===== config.mk =====
export PLATFORM = sky130hd
export DESIGN_NAME = pdua_ctrl_seq_flat
export DESIGN_NICKNAME = d
export VERILOG_FILES = /design/src/rtl/pdua_ctrl_pkg.sv /design/src/rtl/pdua_ctrl_seq_if.sv /design/src/rtl/pdua_ctrl_decode.sv /design/src/rtl/pdua_ctrl_seq.sv /design/src/flat_wrapper.sv
export SDC_FILE = /design/constraint.sdc
export NUM_CORES = 1
export LEC_CHECK = 0
export CELL_PAD_IN_SITES_DETAIL_PLACEMENT = 2
export CELL_PAD_IN_SITES_GLOBAL_PLACEMENT = 2
export CORE_MARGIN = 1.5
export CORE_UTILIZATION = 31
export CTS_CLUSTER_DIAMETER = 150
export DETAILED_ROUTE_END_ITERATION = 10
export PLACE_DENSITY_LB_ADDON = 0.25
export SYNTH_ARGS = -nofsm -noshare
export SYNTH_HDL_FRONTEND = slang
export SYNTH_SLANG_ARGS = --single-unit

===== constraint.sdc =====
create_clock -name clk -period 3.5 [get_ports clk]
set_input_delay 0.525 -clock clk [delete_from_list [all_inputs] [get_ports clk]]
set_output_delay 0.525 -clock clk [all_outputs]
set_load 0.01 [all_outputs]

===== src/rtl/pdua_ctrl_pkg.sv =====
// Shared types for the PDUA micro-sequencer: FSM states, opcodes, ALU codes
// and the packed control vector driven toward the datapath.
package pdua_ctrl_pkg;

    typedef enum logic [3:0] {
        S_IDLE, S_F_MAR, S_F_RD, S_F_IR, S_F_PCINC, S_DECODE,
        S_EX_OP, S_EX_MAR, S_EX_RD, S_EX_WB, S_HALT, S_ILLEGAL
    } state_t;

    localparam logic [4:0] OP_NOP  = 5'b00000;
    localparam logic [4:0] OP_INC  = 5'b00001;
    localparam logic [4:0] OP_ADD  = 5'b00010;
    localparam logic [4:0] OP_SUB  = 5'b00011;
    localparam logic [4:0] OP_AND  = 5'b00100;
    localparam logic [4:0] OP_OR   = 5'b00101;
    localparam logic [4:0] OP_LDA  = 5'b00110;
    localparam logic [4:0] OP_STA  = 5'b00111;
    localparam logic [4:0] OP_JMP  = 5'b01000;
    localparam logic [4:0] OP_JZ   = 5'b01001;
    localparam logic [4:0] OP_JN   = 5'b01010;
    localparam logic [4:0] OP_JC   = 5'b01011;
    localparam logic [4:0] OP_SHL  = 5'b01100;
    localparam logic [4:0] OP_HALT = 5'b11111;

    localparam logic [2:0] ALU_PASS = 3'b000;
    localparam logic [2:0] ALU_ADD  = 3'b001;
    localparam logic [2:0] ALU_SUB  = 3'b010;
    localparam logic [2:0] ALU_AND  = 3'b011;
    localparam logic [2:0] ALU_OR   = 3'b100;
    localparam logic [2:0] ALU_NOT  = 3'b101;
    localparam logic [2:0] ALU_INC  = 3'b110;
    localparam logic [2:0] ALU_SHL  = 3'b111;

    // Bank addresses are parameters of the top, so the vector only names the register.
    typedef enum logic [1:0] {BUS_NONE, BUS_PC, BUS_ACC} bus_sel_t;

    typedef struct packed {
        logic       wr_rdn;
        logic       enaf;
        logic [2:0] selop;
        logic [1:0] shamt;
        logic       bank_wr_en;
        bus_sel_t   busb;
        bus_sel_t   busc;
        logic       sclr;
        logic       ir_en;
        logic       mar_en;
        logic       mdr_en;
        logic       mdr_alu_n;
    } ctrl_t;

    function automatic ctrl_t ctrl_idle();
        ctrl_t c;
        c      = '0;
        c.sclr = 1'b1;
        return c;
    endfunction

    function automatic logic [2:0] alu_code(input logic [4:0] op);
        case (op)
            OP_ADD:  return ALU_ADD;
            OP_SUB:  return ALU_SUB;
            OP_AND:  return ALU_AND;
            OP_OR:   return ALU_OR;
            default: return ALU_PASS;
        endcase
    endfunction

    function automatic logic is_jump(input logic [4:0] op);
        return (op == OP_JMP) || (op == OP_JZ) || (op == OP_JN) || (op == OP_JC);
    endfunction

endpackage


===== src/rtl/pdua_ctrl_seq_if.sv =====
// Control/handshake bundle between the PDUA sequencer (master) and the
// datapath/system side (slave).
interface pdua_ctrl_seq_if #(
    parameter int ADDR_WIDTH = 3
);
    logic                  start;
    logic [4:0]            out_IR;
    logic                  C, N, P, Z;
    logic                  wr_rdn;
    logic                  enaf;
    logic [2:0]            selop;
    logic [1:0]            shamt;
    logic                  bank_wr_en;
    logic [ADDR_WIDTH-1:0] BusB_addr;
    logic [ADDR_WIDTH-1:0] BusC_addr;
    logic                  sclr, ir_en, mar_en, mdr_en, mdr_alu_n;
    logic                  busy, halted, illegal;

    modport master (
        input  start, out_IR, C, N, P, Z,
        output wr_rdn, enaf, selop, shamt, bank_wr_en, BusB_addr, BusC_addr,
               sclr, ir_en, mar_en, mdr_en, mdr_alu_n, busy, halted, illegal
    );

    modport slave (
        output start, out_IR, C, N, P, Z,
        input  wr_rdn, enaf, selop, shamt, bank_wr_en, BusB_addr, BusC_addr,
               sclr, ir_en, mar_en, mdr_en, mdr_alu_n, busy, halted, illegal
    );
endinterface


===== src/rtl/pdua_ctrl_decode.sv =====
// Combinational map from (next) state, opcode and flags to the control vector.
// Conditional branches are honoured only with PDUA_CTRL_COND_BRANCH_EN.
module pdua_ctrl_decode
    import pdua_ctrl_pkg::*;
(
    input  state_t     state,
    input  logic       opnd_fetch,
    input  logic [4:0] opcode,
    input  logic [3:0] flags,      // {C, N, P, Z}
    output ctrl_t      ctrl
);

    logic taken;

`ifdef PDUA_CTRL_COND_BRANCH_EN
    logic unused_flag_p;
    assign unused_flag_p = flags[1];
    assign taken = (opcode == OP_JMP)
                || (opcode == OP_JZ && flags[0])
                || (opcode == OP_JN && flags[2])
                || (opcode == OP_JC && flags[3]);
`else
    logic unused_flags;
    assign unused_flags = ^flags;
    assign taken = (opcode == OP_JMP);
`endif

    // NOTE: every field gets a default before the case, so no path can infer a latch.
    always_comb begin
        ctrl = '0;
        case (state)
            S_IDLE:  ctrl = ctrl_idle();
            S_F_MAR: begin
                ctrl.busb   = BUS_PC;
                ctrl.selop  = ALU_PASS;
                ctrl.mar_en = 1'b1;
            end
            S_F_RD, S_EX_RD: ctrl.mdr_en = 1'b1;
            S_F_IR:  ctrl.ir_en = 1'b1;
            S_F_PCINC: begin
                ctrl.busb       = BUS_PC;
                ctrl.busc       = BUS_PC;
                ctrl.selop      = ALU_INC;
                ctrl.bank_wr_en = 1'b1;
            end
            S_EX_OP: begin
                ctrl.busb       = BUS_ACC;
                ctrl.busc       = BUS_ACC;
                ctrl.bank_wr_en = 1'b1;
                ctrl.enaf       = 1'b1;
                if (opcode == OP_SHL) begin
                    ctrl.selop = ALU_SHL;
                    ctrl.shamt = 2'b01;
                end else begin
                    ctrl.selop = ALU_INC;
                end
            end
            // First visit latches PC (operand address fetch), second latches MDR.
            S_EX_MAR: begin
                ctrl.mar_en = 1'b1;
                ctrl.selop  = ALU_PASS;
                if (opnd_fetch) ctrl.busb      = BUS_PC;
                else            ctrl.mdr_alu_n = 1'b1;
            end
            S_EX_WB: begin
                case (opcode)
                    OP_STA: begin
                        ctrl.busb   = BUS_ACC;
                        ctrl.mdr_en = 1'b1;
                        ctrl.wr_rdn = 1'b1;
                    end
                    OP_LDA: begin
                        ctrl.busc       = BUS_ACC;
                        ctrl.selop      = ALU_PASS;
                        ctrl.mdr_alu_n  = 1'b1;
                        ctrl.bank_wr_en = 1'b1;
                    end
                    OP_ADD, OP_SUB, OP_AND, OP_OR: begin
                        ctrl.busb       = BUS_ACC;
                        ctrl.busc       = BUS_ACC;
                        ctrl.selop      = alu_code(opcode);
                        ctrl.mdr_alu_n  = 1'b1;
                        ctrl.enaf       = 1'b1;
                        ctrl.bank_wr_en = 1'b1;
                    end
                    default: begin
                        ctrl.busc       = BUS_PC;
                        ctrl.selop      = ALU_PASS;
                        ctrl.mdr_alu_n  = 1'b1;
                        ctrl.bank_wr_en = taken;
                    end
                endcase
            end
            default: ;
        endcase
    end

endmodule


===== src/rtl/pdua_ctrl_seq.sv =====
// PDUA fetch/decode/execute micro-sequencer with registered control outputs.
// Define PDUA_CTRL_COND_BRANCH_EN to enable JZ/JN/JC; otherwise they are illegal.
module pdua_ctrl_seq
    import pdua_ctrl_pkg::*;
#(
    parameter int MAX_WIDTH  = 8,
    parameter int ADDR_WIDTH = 3,
    parameter int PC_ADDR    = 0,
    parameter int ACC_ADDR   = 2**ADDR_WIDTH - 1
) (
    input  logic            clk,
    input  logic            rst,
    pdua_ctrl_seq_if.master bus
);

    localparam int unused_max_width = MAX_WIDTH;
    localparam logic [ADDR_WIDTH-1:0] PC_A  = ADDR_WIDTH'(PC_ADDR);
    localparam logic [ADDR_WIDTH-1:0] ACC_A = ADDR_WIDTH'(ACC_ADDR);

    state_t state_q, state_d;
    logic   opnd_q, opnd_d;      // operand-address fetch in progress
    ctrl_t  ctrl_q, ctrl_d;
    logic   busy_q, halted_q, illegal_q;

    always_comb begin
        state_d = state_q;
        opnd_d  = opnd_q;
        case (state_q)
            S_IDLE, S_HALT, S_ILLEGAL: begin
                if (bus.start) begin
                    state_d = S_F_MAR;
                    opnd_d  = 1'b0;
                end
            end
            S_F_MAR: state_d = S_F_RD;
            S_F_RD:  state_d = S_F_IR;
            S_F_IR:  state_d = S_F_PCINC;
            S_F_PCINC: begin
                if (opnd_q) begin
                    opnd_d  = 1'b0;
                    state_d = is_jump(bus.out_IR) ? S_EX_WB : S_EX_MAR;
                end else begin
                    state_d = S_DECODE;
                end
            end
            S_DECODE: begin
                case (bus.out_IR)
                    OP_NOP:          state_d = S_F_MAR;
                    OP_INC, OP_SHL:  state_d = S_EX_OP;
                    OP_ADD, OP_SUB, OP_AND, OP_OR, OP_LDA, OP_STA, OP_JMP: begin
                        state_d = S_EX_MAR;
                        opnd_d  = 1'b1;
                    end
`ifdef PDUA_CTRL_COND_BRANCH_EN
                    OP_JZ, OP_JN, OP_JC: begin
                        state_d = S_EX_MAR;
                        opnd_d  = 1'b1;
                    end
`endif
                    OP_HALT:         state_d = S_HALT;
                    default:         state_d = S_ILLEGAL;
                endcase
            end
            S_EX_OP: state_d = S_F_MAR;
            // A store has nothing to read at the target address.
            S_EX_MAR: state_d = (!opnd_q && bus.out_IR == OP_STA) ? S_EX_WB : S_EX_RD;
            S_EX_RD:  state_d = opnd_q ? S_F_PCINC : S_EX_WB;
            S_EX_WB:  state_d = S_F_MAR;
            default:  state_d = S_IDLE;
        endcase
    end

    pdua_ctrl_decode u_decode (
        .state      (state_d),
        .opnd_fetch (opnd_d),
        .opcode     (bus.out_IR),
        .flags      ({bus.C, bus.N, bus.P, bus.Z}),
        .ctrl       (ctrl_d)
    );

    // NOTE: state uses non-blocking assignments so every register samples pre-edge values.
    always_ff @(posedge clk) begin
        if (rst) begin
            state_q   <= S_IDLE;
            opnd_q    <= 1'b0;
            ctrl_q    <= ctrl_idle();
            busy_q    <= 1'b0;
            halted_q  <= 1'b0;
            illegal_q <= 1'b0;
        end else begin
            state_q   <= state_d;
            opnd_q    <= opnd_d;
            ctrl_q    <= ctrl_d;
            busy_q    <= !(state_d inside {S_IDLE, S_HALT, S_ILLEGAL});
            halted_q  <= (state_d == S_HALT) || (state_d == S_ILLEGAL);
            illegal_q <= (state_d == S_ILLEGAL);
        end
    end

    // Writes are masked during the reset cycle itself so no half-finished store lands.
    assign bus.wr_rdn     = ctrl_q.wr_rdn & ~rst;
    assign bus.bank_wr_en = ctrl_q.bank_wr_en & ~rst;
    assign bus.enaf       = ctrl_q.enaf;
    assign bus.selop      = ctrl_q.selop;
    assign bus.shamt      = ctrl_q.shamt;
    assign bus.BusB_addr  = (ctrl_q.busb == BUS_PC)  ? PC_A  :
                            (ctrl_q.busb == BUS_ACC) ? ACC_A : '0;
    assign bus.BusC_addr  = (ctrl_q.busc == BUS_PC)  ? PC_A  :
                            (ctrl_q.busc == BUS_ACC) ? ACC_A : '0;
    assign bus.sclr       = ctrl_q.sclr;
    assign bus.ir_en      = ctrl_q.ir_en;
    assign bus.mar_en     = ctrl_q.mar_en;
    assign bus.mdr_en     = ctrl_q.mdr_en;
    assign bus.mdr_alu_n  = ctrl_q.mdr_alu_n;
    assign bus.busy       = busy_q;
    assign bus.halted     = halted_q;
    assign bus.illegal    = illegal_q;

endmodule

===== src/flat_wrapper.sv =====
// flat-port wrapper written by rule: the top's interface ports become plain ports
module pdua_ctrl_seq_flat import pdua_ctrl_pkg::*;
#(
    parameter int MAX_WIDTH  = 8,
    parameter int ADDR_WIDTH = 3,
    parameter int PC_ADDR    = 0,
    parameter int ACC_ADDR   = 2**ADDR_WIDTH - 1
)
  (clk, rst, bus_start, bus_out_IR, bus_C, bus_N, bus_P, bus_Z, bus_wr_rdn, bus_enaf, bus_selop, bus_shamt, bus_bank_wr_en, bus_BusB_addr, bus_BusC_addr, bus_sclr, bus_ir_en, bus_mar_en, bus_mdr_en, bus_mdr_alu_n, bus_busy, bus_halted, bus_illegal);
  pdua_ctrl_seq_if #(.ADDR_WIDTH(ADDR_WIDTH)) bus_i ();
  input  logic clk;
  input  logic rst;
  input wire logic [$bits(bus_i.start)-1:0] bus_start;
  input wire logic [$bits(bus_i.out_IR)-1:0] bus_out_IR;
  input wire logic [$bits(bus_i.C)-1:0] bus_C;
  input wire logic [$bits(bus_i.N)-1:0] bus_N;
  input wire logic [$bits(bus_i.P)-1:0] bus_P;
  input wire logic [$bits(bus_i.Z)-1:0] bus_Z;
  output wire logic [$bits(bus_i.wr_rdn)-1:0] bus_wr_rdn;
  output wire logic [$bits(bus_i.enaf)-1:0] bus_enaf;
  output wire logic [$bits(bus_i.selop)-1:0] bus_selop;
  output wire logic [$bits(bus_i.shamt)-1:0] bus_shamt;
  output wire logic [$bits(bus_i.bank_wr_en)-1:0] bus_bank_wr_en;
  output wire logic [$bits(bus_i.BusB_addr)-1:0] bus_BusB_addr;
  output wire logic [$bits(bus_i.BusC_addr)-1:0] bus_BusC_addr;
  output wire logic [$bits(bus_i.sclr)-1:0] bus_sclr;
  output wire logic [$bits(bus_i.ir_en)-1:0] bus_ir_en;
  output wire logic [$bits(bus_i.mar_en)-1:0] bus_mar_en;
  output wire logic [$bits(bus_i.mdr_en)-1:0] bus_mdr_en;
  output wire logic [$bits(bus_i.mdr_alu_n)-1:0] bus_mdr_alu_n;
  output wire logic [$bits(bus_i.busy)-1:0] bus_busy;
  output wire logic [$bits(bus_i.halted)-1:0] bus_halted;
  output wire logic [$bits(bus_i.illegal)-1:0] bus_illegal;
  assign bus_i.start = bus_start;
  assign bus_i.out_IR = bus_out_IR;
  assign bus_i.C = bus_C;
  assign bus_i.N = bus_N;
  assign bus_i.P = bus_P;
  assign bus_i.Z = bus_Z;
  assign bus_wr_rdn = bus_i.wr_rdn;
  assign bus_enaf = bus_i.enaf;
  assign bus_selop = bus_i.selop;
  assign bus_shamt = bus_i.shamt;
  assign bus_bank_wr_en = bus_i.bank_wr_en;
  assign bus_BusB_addr = bus_i.BusB_addr;
  assign bus_BusC_addr = bus_i.BusC_addr;
  assign bus_sclr = bus_i.sclr;
  assign bus_ir_en = bus_i.ir_en;
  assign bus_mar_en = bus_i.mar_en;
  assign bus_mdr_en = bus_i.mdr_en;
  assign bus_mdr_alu_n = bus_i.mdr_alu_n;
  assign bus_busy = bus_i.busy;
  assign bus_halted = bus_i.halted;
  assign bus_illegal = bus_i.illegal;
  pdua_ctrl_seq #(.MAX_WIDTH(MAX_WIDTH), .ADDR_WIDTH(ADDR_WIDTH), .PC_ADDR(PC_ADDR), .ACC_ADDR(ACC_ADDR)) u_core (.clk(clk), .rst(rst), .bus(bus_i));
endmodule

==> results.json, run 1 <==
{
  "power.switching_uw": 178,
  "synth_top_area_share_pct": 34.2,
  "seqPwrFrac_pct": 51.1,
  "finalSetupTns_ns": 0,
  "antenna_left": 0,
  "vias": 1191,
  "clock.fmax_mhz": 368,
  "cts_root_buffer": "clkbuf_8",
  "post_cts_resized": 0,
  "power_density_nw_per_um2": 369,
  "reg2reg_slack_ns": 1.23,
  "clk_pin_slew_ns": 0.08,
  "cts_made_buffers": 3,
  "grt_pass1_vias": 1244,
  "n_fill_cell": 483,
  "cp-start-kind": "input port",
  "die_h_um": 70.3,
  "drc": 0,
  "synth_seq_area_share_pct": 34.2,
  "areaGrowthSynthToFinish_pct": 17.3,
  "final_common_cell": "clkdlybuf4s50_1",
  "finalCritPeriodShare_pct": 77.7,
  "path_max_fanout": 14,
  "core_um2": 4350,
  "port_buffers": 28,
  "diodes": 0,
  "syn-instance-count": 151,
  "synthTopCellsByArea": "dfxtp_1 (34%), buf_4 (5.9%), nor2b_1 (3.1%), nor2_1 (2.7%), or3_1 (2.7%)",
  "finalWeightedCongestion": 0.789,
  "criticalPathCategory": "in -> reg",
  "setup_viol": 0,
  "dp_hpwl_um": 2810,
  "placed_cell_area_um2": 1610,
  "synth_edf_count": 0,
  "min_period_ns": 2.72,
  "firstDrtPassIters": 4,
  "cts_hold_buffers": 0,
  "synth_nets": 163,
  "fp-row-count": 24,
  "num_io_pins": 34,
  "start_util_pct": 32.3,
  "die_w_um": 70.3,
  "wirelength_um": 3660,
  "fin_cells": 214,
  "cp_data_required_time_ns": 3.66,
  "intPower_uw": 430,
  "htreeDepth": 1,
  "p_leak_nw": 0.584,
  "yosys.area.top_type": "dfxtp_1",
  "dp.cells": 211,
  "rsz0062_at_grt": "no",
  "yosys.area_share.simple_pct": 30.9,
  "muxShareOfSynthArea_pct": 1.42,
  "final_nets": 176,
  "irDropWorstVdd_mv": 0.144,
  "power.total_uw": 608,
  "whs_ns": 0.581,
  "final_layout_size_suffix_gt1_share_pct": 8.02,
  "switching_share_pct": 29.3,
  "power.share.clock_pct": 26.1,
  "synth.avg_cell_area_um2": 9.31,
  "synth-seq-cells": 24,
  "overflow": 0,
  "synthFlopType": "dfxtp_1",
  "track_usage_pct": 15.7,
  "clk_latency_ns": 0.26,
  "routedWlPerCell_um": 17.1,
  "pwr-share-comb_pct": 22.8,
  "grt_pass1_wl_um": 6180,
  "outcome": "completed",
  "via_per_inst": 5.57,
  "fin_area_um2": 1650,
  "synthXorXnorAreaFrac_pct": 1.25,
  "cap_viol_max_count": 0,
  "multiInputGateArea_um2": 766,
  "skew_ns": 0.00713,
  "grt_antenna_before_repair": 0,
  "synthAdderAreaFrac_pct": 0,
  "cts_buffer_depth": 2,
  "worst_slew_pin_slew_ns": 0.541,
  "worst_setup_path_end_kind": "flip-flop",
  "drtIter0Drc": 63,
  "post_cts_buffers": 0,
  "synth_compound_gate_area_share_pct": 20.7,
  "clock-sinks": 24,
  "ff_latch_area_um2": 480,
  "relSlewSlack_pct": 63.8,
  "grt_max_degree": 15,
  "finalMaxSlewViolations": 0,
  "cp.arrival_ns": 2.88,
  "reg2reg_depth": 5,
  "synth_top_family_by_area": "simple AND/OR/NAND/NOR gates",
  "hold_path_depth": 2,
  "synth.distinct_cells": 53,
  "finalHoldViolCount": 0,
  "final_cell_mix": "clkdlybuf4s50_1 (28), dfxtp_1 (24), nor2_1 (10), nor2b_1 (7)",
  "synthesis.area_um2": 1410,
  "ys_async_sr_fraction_pct": 0,
  "cts_tree": "built",
  "ys_warn_count": 0,
  "dieArea_um2": 4950,
  "min_path_type": "reg -> reg"
}
==> flip-flops by register name, indices dropped and copies added, names as in the netlist <==
name                  count
u_core.bus.busy           1
u_core.bus.enaf           1
u_core.bus.halted         1
u_core.bus.illegal        1
u_core.bus.ir_en          1
u_core.bus.mar_en         1
u_core.bus.mdr_alu_n      1
u_core.bus.mdr_en         1
u_core.bus.sclr           1
u_core.bus.selop          3
u_core.bus.shamt          1
u_core.ctrl_q             6
u_core.opnd_q             1
u_core.state_q            4
==> cells in the mapped netlist, drive strengths merged, types with 3 or more instances <==
cell type  count
nor2          10
nand3          4
or3            6
nand2          6
o22ai          4
inv            4
buf           18
o21a           3
nand3b         4
o21ai          7
nor2b          7
nor4           3
dfxtp         24
a21oi          6
==> metrics by stage <==
stage	utilization [%]	worst slack, ns
final	37.8	0.782
after global routing	37.8	0.664
after CTS	37.8	0.773
after detailed placement	36.9	0.522
after global placement	36.9	0.623
after floorplan	-	1.49
==> worst paths after layout <==
path,from,endpoint
hold / removal,u_core.opnd_q,u_core.opnd_q
hold reg to reg,u_core.opnd_q,u_core.opnd_q
setup reg to reg,u_core.state_q[0],u_core.bus.selop[0]
setup / recovery,bus_out_IR[2],u_core.bus.selop[1]
==> cells by family after synthesis <==
family | count (synthesis)
buffers and inverters | 24
multiplexers | 2
other | 1
flip-flops | 24
AND/OR/NAND/NOR | 61
AO/OA/AOI/OAI | 37
XOR/XNOR | 2
==> power by group through the flow <==
stage               combinational [mW]  sequential, mW  clock (mW)
floorplan                       0.0995           0.307           0
global placement                 0.134           0.315           0
detailed placement               0.138           0.318           0
CTS                              0.139           0.311       0.167
global route                     0.151           0.314       0.179
finish                           0.139           0.311       0.159
==> routing by layer <==
layer / part of all wire (%) / wire length [um] / vias up / track usage, %
met5: 0 / 0 / - / 0
met4: 0.66 / 24 / 0 / 2.56
met1: 43 / 1570 / 596 / 18.7
met3: 2.6 / 96 / 2 / 3.03
li1: - / - / 574 / -
met2: 54 / 1970 / 19 / 29.4
==> area by class of cell <==
| type | instances | share of cell area, % |
|---|---|---|
| inverters | 4 | 0.911 |
| multi-input cells | 103 | 46.5 |
| repair buffers | 28 | 17.0 |
| well taps | 52 | 3.95 |
| flip-flops and latches | 24 | 29.2 |
| clock buffers | 3 | 2.51 |
==> worst max-delay path: stages <==
cell and delay (ns):
clkdlybuf4s50_1 0.78, and3b_1 0.27, nand3b_1 0.22, o22a_1 0.31, a211o_1 0.43, o41ai_2 0.33
(Power assumes the default switching activity.)
==> run 2: changes to the inputs <==
Settings changed: CORE_UTILIZATION 31 to 29.
Clock period 3.5 ns to 2.6 ns, I/O delays scaled along.
==> run 2 against run 1 <==
Clock skew hardly changed. Critical path depth is 1 higher. Worst hold slack better by 0.026 ns. First-iteration DRC count is 51% lower. Register-to-register slack worse by 0.90 ns. Worst setup slack worse by 0.50 ns. Global-route usage is 0.45 points lower. Die area is 6.6% higher. Final cell count is 8.9% higher. Clock-buffer cell count stayed put. Clock power is 110% higher. Combinational power is 50% higher.
==> results.json, run 2 (synthesis gave the netlist of run 1 again) <==
{
  "grt_antenna_before_repair": 0,
  "track_usage_pct": 15.3,
  "final_cell_mix": "clkdlybuf4s50_1 (28), dfxtp_1 (24), buf_4 (16), nor2_1 (10), nor2b_1 (7)",
  "criticalPathCategory": "in -> reg",
  "worst_setup_path_end_kind": "flip-flop",
  "relSlewSlack_pct": 63.7,
  "overflow": 0,
  "die_h_um": 72.6,
  "post_cts_resized": 0,
  "slowest_delay_ns": 0.57,
  "hold_path_depth": 2,
  "finalWeightedCongestion": 0.779,
  "start_util_pct": 29.9,
  "clk_latency_ns": 0.27,
  "core_um2": 4690,
  "cts_hold_buffers": 0,
  "final_common_cell": "clkdlybuf4s50_1",
  "crit_buf_inv": 2,
  "worst_slew_pin_slew_ns": 0.544,
  "grt_max_degree": 15,
  "power.switching_uw": 260,
  "pwr-share-comb_pct": 21.7,
  "intPower_uw": 700,
  "cp_top_family": "simple AND/OR/NAND/NOR gates",
  "clock-sinks": 24,
  "outcome": "completed",
  "switching_share_pct": 27.1,
  "finalHoldViolCount": 0,
  "path_depth": 7,
  "min_period_ns": 2.32,
  "grt_pass1_wl_um": 6220,
  "port_buffers": 28,
  "rsz0062_at_grt": "no",
  "fp-row-count": 25,
  "wirelength_um": 3840,
  "clock.fmax_mhz": 431,
  "p_leak_nw": 0.675,
  "cap_viol_max_count": 0,
  "cts_root_buffer": "clkbuf_8",
  "cts_buffer_depth": 2,
  "dp_hpwl_um": 3010,
  "cts_tree": "built",
  "via_per_inst": 5.31,
  "final_nets": 192,
  "post_cts_buffers": 0,
  "antenna_left": 0,
  "cp_data_required_time_ns": 2.77,
  "worstPathCellList": "clkdlybuf4s50_1, or3b_1, a21boi_0, o22ai_1, buf_4, or4_1, o311ai_1",
  "areaGrowthSynthToFinish_pct": 28.1,
  "power.share.clock_pct": 34.8,
  "reg2reg_depth": 5,
  "finalMaxSlewViolations": 0,
  "routedWlPerCell_um": 16.5,
  "grt_pass1_vias": 1290,
  "drc": 0,
  "cpMaxStageDelayCell": "clkdlybuf4s50_1",
  "drtIter0Drc": 31,
  "die_w_um": 72.6,
  "fin_cells": 233,
  "largest_reg_flops": 6,
  "path_max_fanout": 9,
  "cp-start-kind": "input port",
  "diodes": 0,
  "skew_ns": 0.00719,
  "finalSetupTns_ns": 0,
  "htreeDepth": 1,
  "top_register": "u_core.ctrl_q",
  "cts_made_buffers": 3,
  "irDropWorstVdd_mv": 0.204,
  "power_density_nw_per_um2": 533,
  "num_io_pins": 34,
  "dp.cells": 229,
  "seqPwrFrac_pct": 43.5,
  "dieArea_um2": 5270,
  "clk_pin_slew_ns": 0.09,
  "final_layout_size_suffix_gt1_share_pct": 16.8,
  "vias": 1238,
  "setup_viol": 0,
  "min_path_type": "reg -> reg",
  "cp.arrival_ns": 2.48,
  "finalCritPeriodShare_pct": 89.2,
  "firstDrtPassIters": 4
}
==> run 2: cell types whose count changed in the layout (fill, tap and decap cells not counted) <==
cell and delta:
buf_4 +16, bufinv_16 +1
==> run 2: metal layers <==
metal,global-route usage [%],routed length (um),vias up
li1,-,-,604
met2,28.4,2020,20
met4,3.77,25,0
met3,2.07,97,2
met5,0,0,-
met1,18.4,1700,612
==> run 2: worst paths after layout <==
kind	start	end	slack [ns]
max	bus_out_IR[3]	u_core.bus.mdr_en	0.28
min reg2reg	u_core.opnd_q	u_core.opnd_q	0.61
max reg2reg	u_core.state_q[0]	u_core.bus.selop[0]	0.33
min	u_core.opnd_q	u_core.opnd_q	0.61
==> run 2: area by class of cell <==
class | instances | area (um2)
fillers | 520 | 2890
clock inverters | 1 | 30.0
inverters | 4 | 15.0
repair buffers | 44 | 400
multi-input cells | 103 | 766
well taps | 54 | 67.6
clock buffers | 3 | 41.3
flip-flops and latches | 24 | 480
==> run 2: power by group through the flow <==
stage | sequential, mW | clock [mW] | combinational, mW
3_3_place_gp | 0.424 | 0 | 0.203
4_1_cts | 0.419 | 0.336 | 0.210
2_1_floorplan | 0.413 | 0 | 0.134
3_5_place_dp | 0.428 | 0 | 0.208
5_1_grt | 0.422 | 0.352 | 0.227
6_report | 0.418 | 0.334 | 0.208
==> run 2: tightest hold or removal path, stage by stage (launching register included) <==
cell and delay (ns):
dfxtp_1 0.39, nor2_1 0.13, nor4_1 0.06
==> run 2: metrics by stage <==
step / hold slack [ns] / cell area, um2 / utilization (%) / power, mW / worst slack (ns)
floorplan: 0.530 / 1410 / - / 0.547 / 0.729
global placement: 0.593 / 1730 / 36.9 / 0.627 / 0.0478
detailed placement: 0.597 / 1730 / 36.9 / 0.636 / 0.0148
CTS: 0.606 / 1800 / 38.4 / 0.965 / 0.291
global route: 0.630 / 1800 / 38.4 / 1.00 / 0.136
finish: 0.608 / 1800 / 38.4 / 0.960 / 0.281
==> edit 1, RTL diff (flow settings as in run 1) <==
`ADDR_WIDTH` is set to 3 in 3 places; all go to 4.
--- a/src/rtl/pdua_ctrl_seq_if.sv
+++ b/src/rtl/pdua_ctrl_seq_if.sv
@@ -3,3 +3,3 @@
 interface pdua_ctrl_seq_if #(
-    parameter int ADDR_WIDTH = 3
+    parameter int ADDR_WIDTH = 4
 );
--- a/src/rtl/pdua_ctrl_seq.sv
+++ b/src/rtl/pdua_ctrl_seq.sv
@@ -6,3 +6,3 @@
     parameter int MAX_WIDTH  = 8,
-    parameter int ADDR_WIDTH = 3,
+    parameter int ADDR_WIDTH = 4,
     parameter int PC_ADDR    = 0,
--- a/src/flat_wrapper.sv
+++ b/src/flat_wrapper.sv
@@ -4,3 +4,3 @@
     parameter int MAX_WIDTH  = 8,
-    parameter int ADDR_WIDTH = 3,
+    parameter int ADDR_WIDTH = 4,
     parameter int PC_ADDR    = 0,
Ports: changed (resized bus_BusB_addr and bus_BusC_addr); port bits go from 34 to 36. No check against the original RTL was run, so the function may have changed too.
==> edit 1 against run 1 <==
- combinational power hardly changed
- largest power group unchanged
- worst setup slack better by 0.057 ns
- cell count rose by 0.93%
- routed wire length about the same
- critical path depth did not move
- sequential cell count unchanged
- core utilization grew 0.20 points
- total power rose by 0.76%
- global-route usage shrank 0.12 points
- final area grew 1.2%
- highest routed layer unchanged
- area after synthesis increased by 1.1%
==> edit 1: results (changes against run 1) <==
| Metric | Value |
|---|---|
| Status | `finished clean` |
| DRT Pass-1 Iters | `4 (unchanged)` |
| Share of layout cells above drive strength 1 | `0.0793 (-0.000979)` |
| Initial antenna violation count | `0 (unchanged)` |
| Post_cts resized | `0 (unchanged)` |
| CP max stage delay | `0.77 ns` |
| DPL Wire Length | `2.78 mm (-0.78%)` |
| First-pass GRT wire length | `6.20 mm (+0.34%)` |
| Synthesized Nets | `165 (+1.2%)` |
| Filler instances | `495 (+2.5%)` |
| Lkg Pwr | `0.591 nW (+1.2%)` |
| Pre-CTS WS | `0.552 ns (+0.0301 ns)` |
| Cell Area, Placed | `0.00163 mm^2 (+1.2%)` |
| WP data arrival | `2.84 ns (-0.04 ns)` |
| Synth unique cells | `53 (unchanged)` |
| Wire length on met2 | `1.92 mm (-2.4%)` |
| Register area share after synthesis | `0.338 (-0.00362)` |
| WL/cell | `17.0 um (-0.90%)` |
| Yosys synthesis warning count | `0 (unchanged)` |
| Peak supply drop | `0.211 mV (+47%)` |
| Nets | `178 (+1.1%)` |
| Hold depth | `2 (unchanged)` |
| Gpl congestion | `0.784 (-0.60%)` |
| Final core occ | `0.380 (+0.00197)` |
| Metal3 WL | `113 um (+18%)` |
| Post-synth EDFFs | `0 (unchanged)` |
| Clock skew | `0.00153 ns (-0.00560 ns)` |
| Top cells by count, synth | `24 x dfxtp_1, 13 x buf_4, 10 x nor2_1` |
| Largest Register | `u_core.ctrl_q` |
| Top post-synthesis cells by area | `dfxtp_1 34%, buf_4 6.9%, nor2b_1 3.1%, nor2_1 2.6%, or3_1 2.6%` |
| CTS clk-pin slew, worst paths | `0.08 ns (about the same)` |
| Met1 WL | `1.59 mm (+0.95%)` |
| CTS Buffer Depth | `2 (unchanged)` |
| Port Buf Inserts | `30 (+7.1%)` |
| Pin count of the biggest net entering global routing | `15 (unchanged)` |
| Top delay family on crit path | `buffers and inverters` |
| DR vias/cell | `5.48 (-1.6%)` |
| Vias in the first global route | `1216 (-2.3%)` |
| Tightest Pin Transition | `0.534 ns (-0.00726 ns)` |
| 1st-iter DRT viols | `12 (-81%)` |
| GRT Util Overall | `0.156 (-0.00116)` |
## edit 1: cell types whose count changed in the layout (fill, tap and decap cells not counted), sizes merged
cell / change
clkdlybuf4s50: +2
## edit 1: tightest hold or removal path: stages, from the launching register on
cell     delay, ns
dfxtp_1       0.37
nor2_1        0.14
nor4_1        0.06
## edit 1: final timing paths
path	start	endpoint	slack [ns]
worst min-delay path	u_core.opnd_q	u_core.opnd_q	0.61
worst min register to register	u_core.opnd_q	u_core.opnd_q	0.61
worst max-delay path	bus_out_IR[3]	u_core.ctrl_q[7]	0.84
worst max register to register	u_core.state_q[3]	u_core.ctrl_q[7]	1.27
## edit 1: kinds of logic (layout without fill, tap and decap cells)
| group | count (synthesis) | after routing | synth area share |
|---|---|---|---|
| xor+xnor | 2 | 2 | 0.0123 |
| buf+inv | 26 | 37 | 0.122 |
| simple gates | 61 | 61 | 0.306 |
| mux | 2 | 2 | 0.0141 |
| flops | 24 | 24 | 0.338 |
| other cells | 1 | 1 | 0.00264 |
| compound gates | 37 | 37 | 0.204 |
## edit 1: routing by layer
| layer | up-vias | track usage |
|---|---|---|
| li1 | 575 | - |
| met1 | 579 | 0.187 |
| met5 | - | 0 |
| met4 | 0 | 0.0377 |
| met3 | 4 | 0.0299 |
| met2 | 25 | 0.287 |
## edit 1: power breakdown
part           internal, mW  total [mW]  switching, mW
logic                0.0629       0.139         0.0765
clock network        0.0771       0.163         0.0857
registers             0.290       0.311         0.0202
total                 0.430       0.613          0.182
## edit 1: final cells by class
| cell class | instances | share of cell area |
|---|---|---|
| well taps | 52 | 0.0390 |
| flip-flops and latches | 24 | 0.288 |
| repair buffers | 30 | 0.180 |
| clock buffers | 3 | 0.0248 |
| inverters | 4 | 0.00900 |
| multi-input cells | 103 | 0.459 |
## edit 1: per-stage QoR
step | instances | power (mW)
2_1_floorplan | 153 | 0.407
3_3_place_gp | 213 | 0.450
3_5_place_dp | 213 | 0.458
4_1_cts | 216 | 0.620
5_1_grt | 216 | 0.645
6_report | 216 | 0.613
==> edit 2, RTL diff (settings of run 1) <==
Without the edit above. Make the reset (`rst`) asynchronous in one clocked block.
--- a/src/rtl/pdua_ctrl_seq.sv
+++ b/src/rtl/pdua_ctrl_seq.sv
@@ -81,3 +81,3 @@
     // NOTE: state uses non-blocking assignments so every register samples pre-edge values.
-    always_ff @(posedge clk) begin
+    always_ff @(posedge clk or posedge rst) begin
         if (rst) begin
Function: differs if rst is asserted again (counterexample within 4 cycles, from zero or initial values and one cycle with rst high); with rst held inactive, the same outputs for 10 cycles.
==> edit 2 against run 1 <==
- final area rose by 6.5%
- area after synthesis rose by 2.0%
- hold slack improved by 0.13 ns
- count of clock-buffer cells in the layout did not move
- clock skew fell by 0.00050 ns
- sequential cell count did not move
- core utilization rose by 1.9 points
- critical path depth did not move
- cell count rose by 2.8%
- routed wire length rose by 8.5%
- worst setup slack improved by 0.10 ns
- critical path type unchanged
- largest cell class unchanged
- highest routed layer unchanged
Power is not compared: it rests on default switching activity, and its combinational part moved more than twofold at a synthesized area within 25%.
==> edit 2: results (changes against run 1) <==
| Metric | Value |
|---|---|
| Met1 WL | `1.81 mm (+15%)` |
| CP max FO | `13 (-1)` |
| Hold_sp | `u_core.opnd_q` |
| FF+latch area | `602 um^2 (+25%)` |
| Nets | `181 (+2.8%)` |
| Status | `finished clean` |
| Cell Area, Placed | `0.00168 mm^2 (+4.8%)` |
| Yosys synthesis warning count | `0 (unchanged)` |
| Post-synthesis compound-gate area fraction | `0.216 (+0.00913)` |
| Metal3 WL | `79 um (-18%)` |
| Layout non-clock buf frac | `0.168 (-0.00187)` |
| Register area share after synthesis | `0.420 (+0.0781)` |
| Grt met3 use | `0.0128 (-0.0175)` |
| GRT Util Overall | `0.169 (+0.0117)` |
| WP data arrival | `2.78 ns (-0.10 ns)` |
| Non-clk bufs | `30 (+7.1%)` |
| Hold WS | `0.714 ns (+0.133 ns)` |
| Peak supply drop | `0.192 mV` |
| Top cells by count, synth | `23 x dfrtp_1, 14 x nor2_1, 10 x a21oi_1` |
| Worst r2r src | `u_core.state_q[3]` |
| Synth async-reset ratio | `1.00 (+1.00)` |
| Tightest Pin Transition | `0.906 ns (+0.365 ns)` |
| ClkCell Share | `0.0406 (+0.0156)` |
| Reg2reg setup slack | `1.14 ns (-0.09 ns)` |
| DPL Wire Length | `2.97 mm (+5.9%)` |
| Top post-synthesis cells by area | `dfrtp_1 40%, buf_4 4.7%, nor2_1 3.7%, a21oi_1 3.5%, nor3_1 2.4%` |
| Final core occ | `0.398 (+0.0192)` |
| WL final | `3.98 mm (+8.5%)` |
| Share of layout cells above drive strength 1 | `0.113 (+0.0328)` |
| Wire length on met2 | `2.00 mm (+1.8%)` |
| Pre-CTS WS | `0.566 ns (+0.0447 ns)` |
| Met2 GRT Util | `0.283 (-0.0100)` |
| Pin count of the biggest net entering global routing | `25 (+10)` |
| Clock skew | `0.00663 ns (-0.000502 ns)` |
| Synth unique cells | `56 (+5.7%)` |
| Final std cells w/o fill | `220 (+2.8%)` |
| FF-to-FF End | `u_core.ctrl_q[7]` |
| Number of non-clock inverters in the layout | `7 (+3)` |
| Vias in the first global route | `1307 (+5.1%)` |
| Via count | `1222 (+2.6%)` |
| Synthesized Nets | `164 (+0.61%)` |
| Synth Instances | `152 (+0.66%)` |
| Max reg flops | `6 (unchanged)` |
| First-pass GRT wire length | `6.62 mm (+7.2%)` |
| Setup TNS Final | `0 ns (unchanged)` |
| 1st-iter DRT viols | `20 (-68%)` |
| Filler instances | `478 (-1.0%)` |
| Fraction of area in multi-input gates | `0.396 (-0.0684)` |
| Mux contribution to synthesized area | `0.00699 (-0.00726)` |
| Met1 Track Usage GR | `0.223 (+0.0361)` |
| Main flop type after synthesis | `dfrtp_1` |
| Worst Hold End | `u_core.opnd_q` |
| Gpl congestion | `0.728 (-7.7%)` |
| R2R cell count | `6 (+1)` |
==> edit 2: critical path, cell delays in order <==
cell and delay [ns]:
clkdlybuf4s50_1 0.64, or4_4 0.68, a32o_1 0.36, nor2_1 0.18
inv_2 0.12, a211o_1 0.27
==> edit 2: how the worst max path moves through the flow <==
stage / from / to / slack, ns / cells after the start
2_1_floorplan: bus_out_IR[0] / u_core.ctrl_q[7] / 1.53 / 5
3_3_place_gp: bus_out_IR[0] / u_core.bus.busy / 0.61 / 7
3_5_place_dp: bus_out_IR[0] / u_core.bus.busy / 0.57 / 7
4_1_cts: bus_out_IR[0] / u_core.bus.busy / 0.85 / 7
5_1_grt: bus_out_IR[0] / u_core.bus.sclr / 0.71 / 7
6_report: bus_out_IR[0] / u_core.ctrl_q[7] / 0.88 / 6
==> edit 2: power by group <==
| group | internal, mW | leakage, nW | switching, mW |
|---|---|---|---|
| clock | 0.153 | 0.0357 | 0.0902 |
| sequential | 0.364 | 0.317 | 0.0992 |
| combinational | 0.265 | 0.355 | 0.309 |
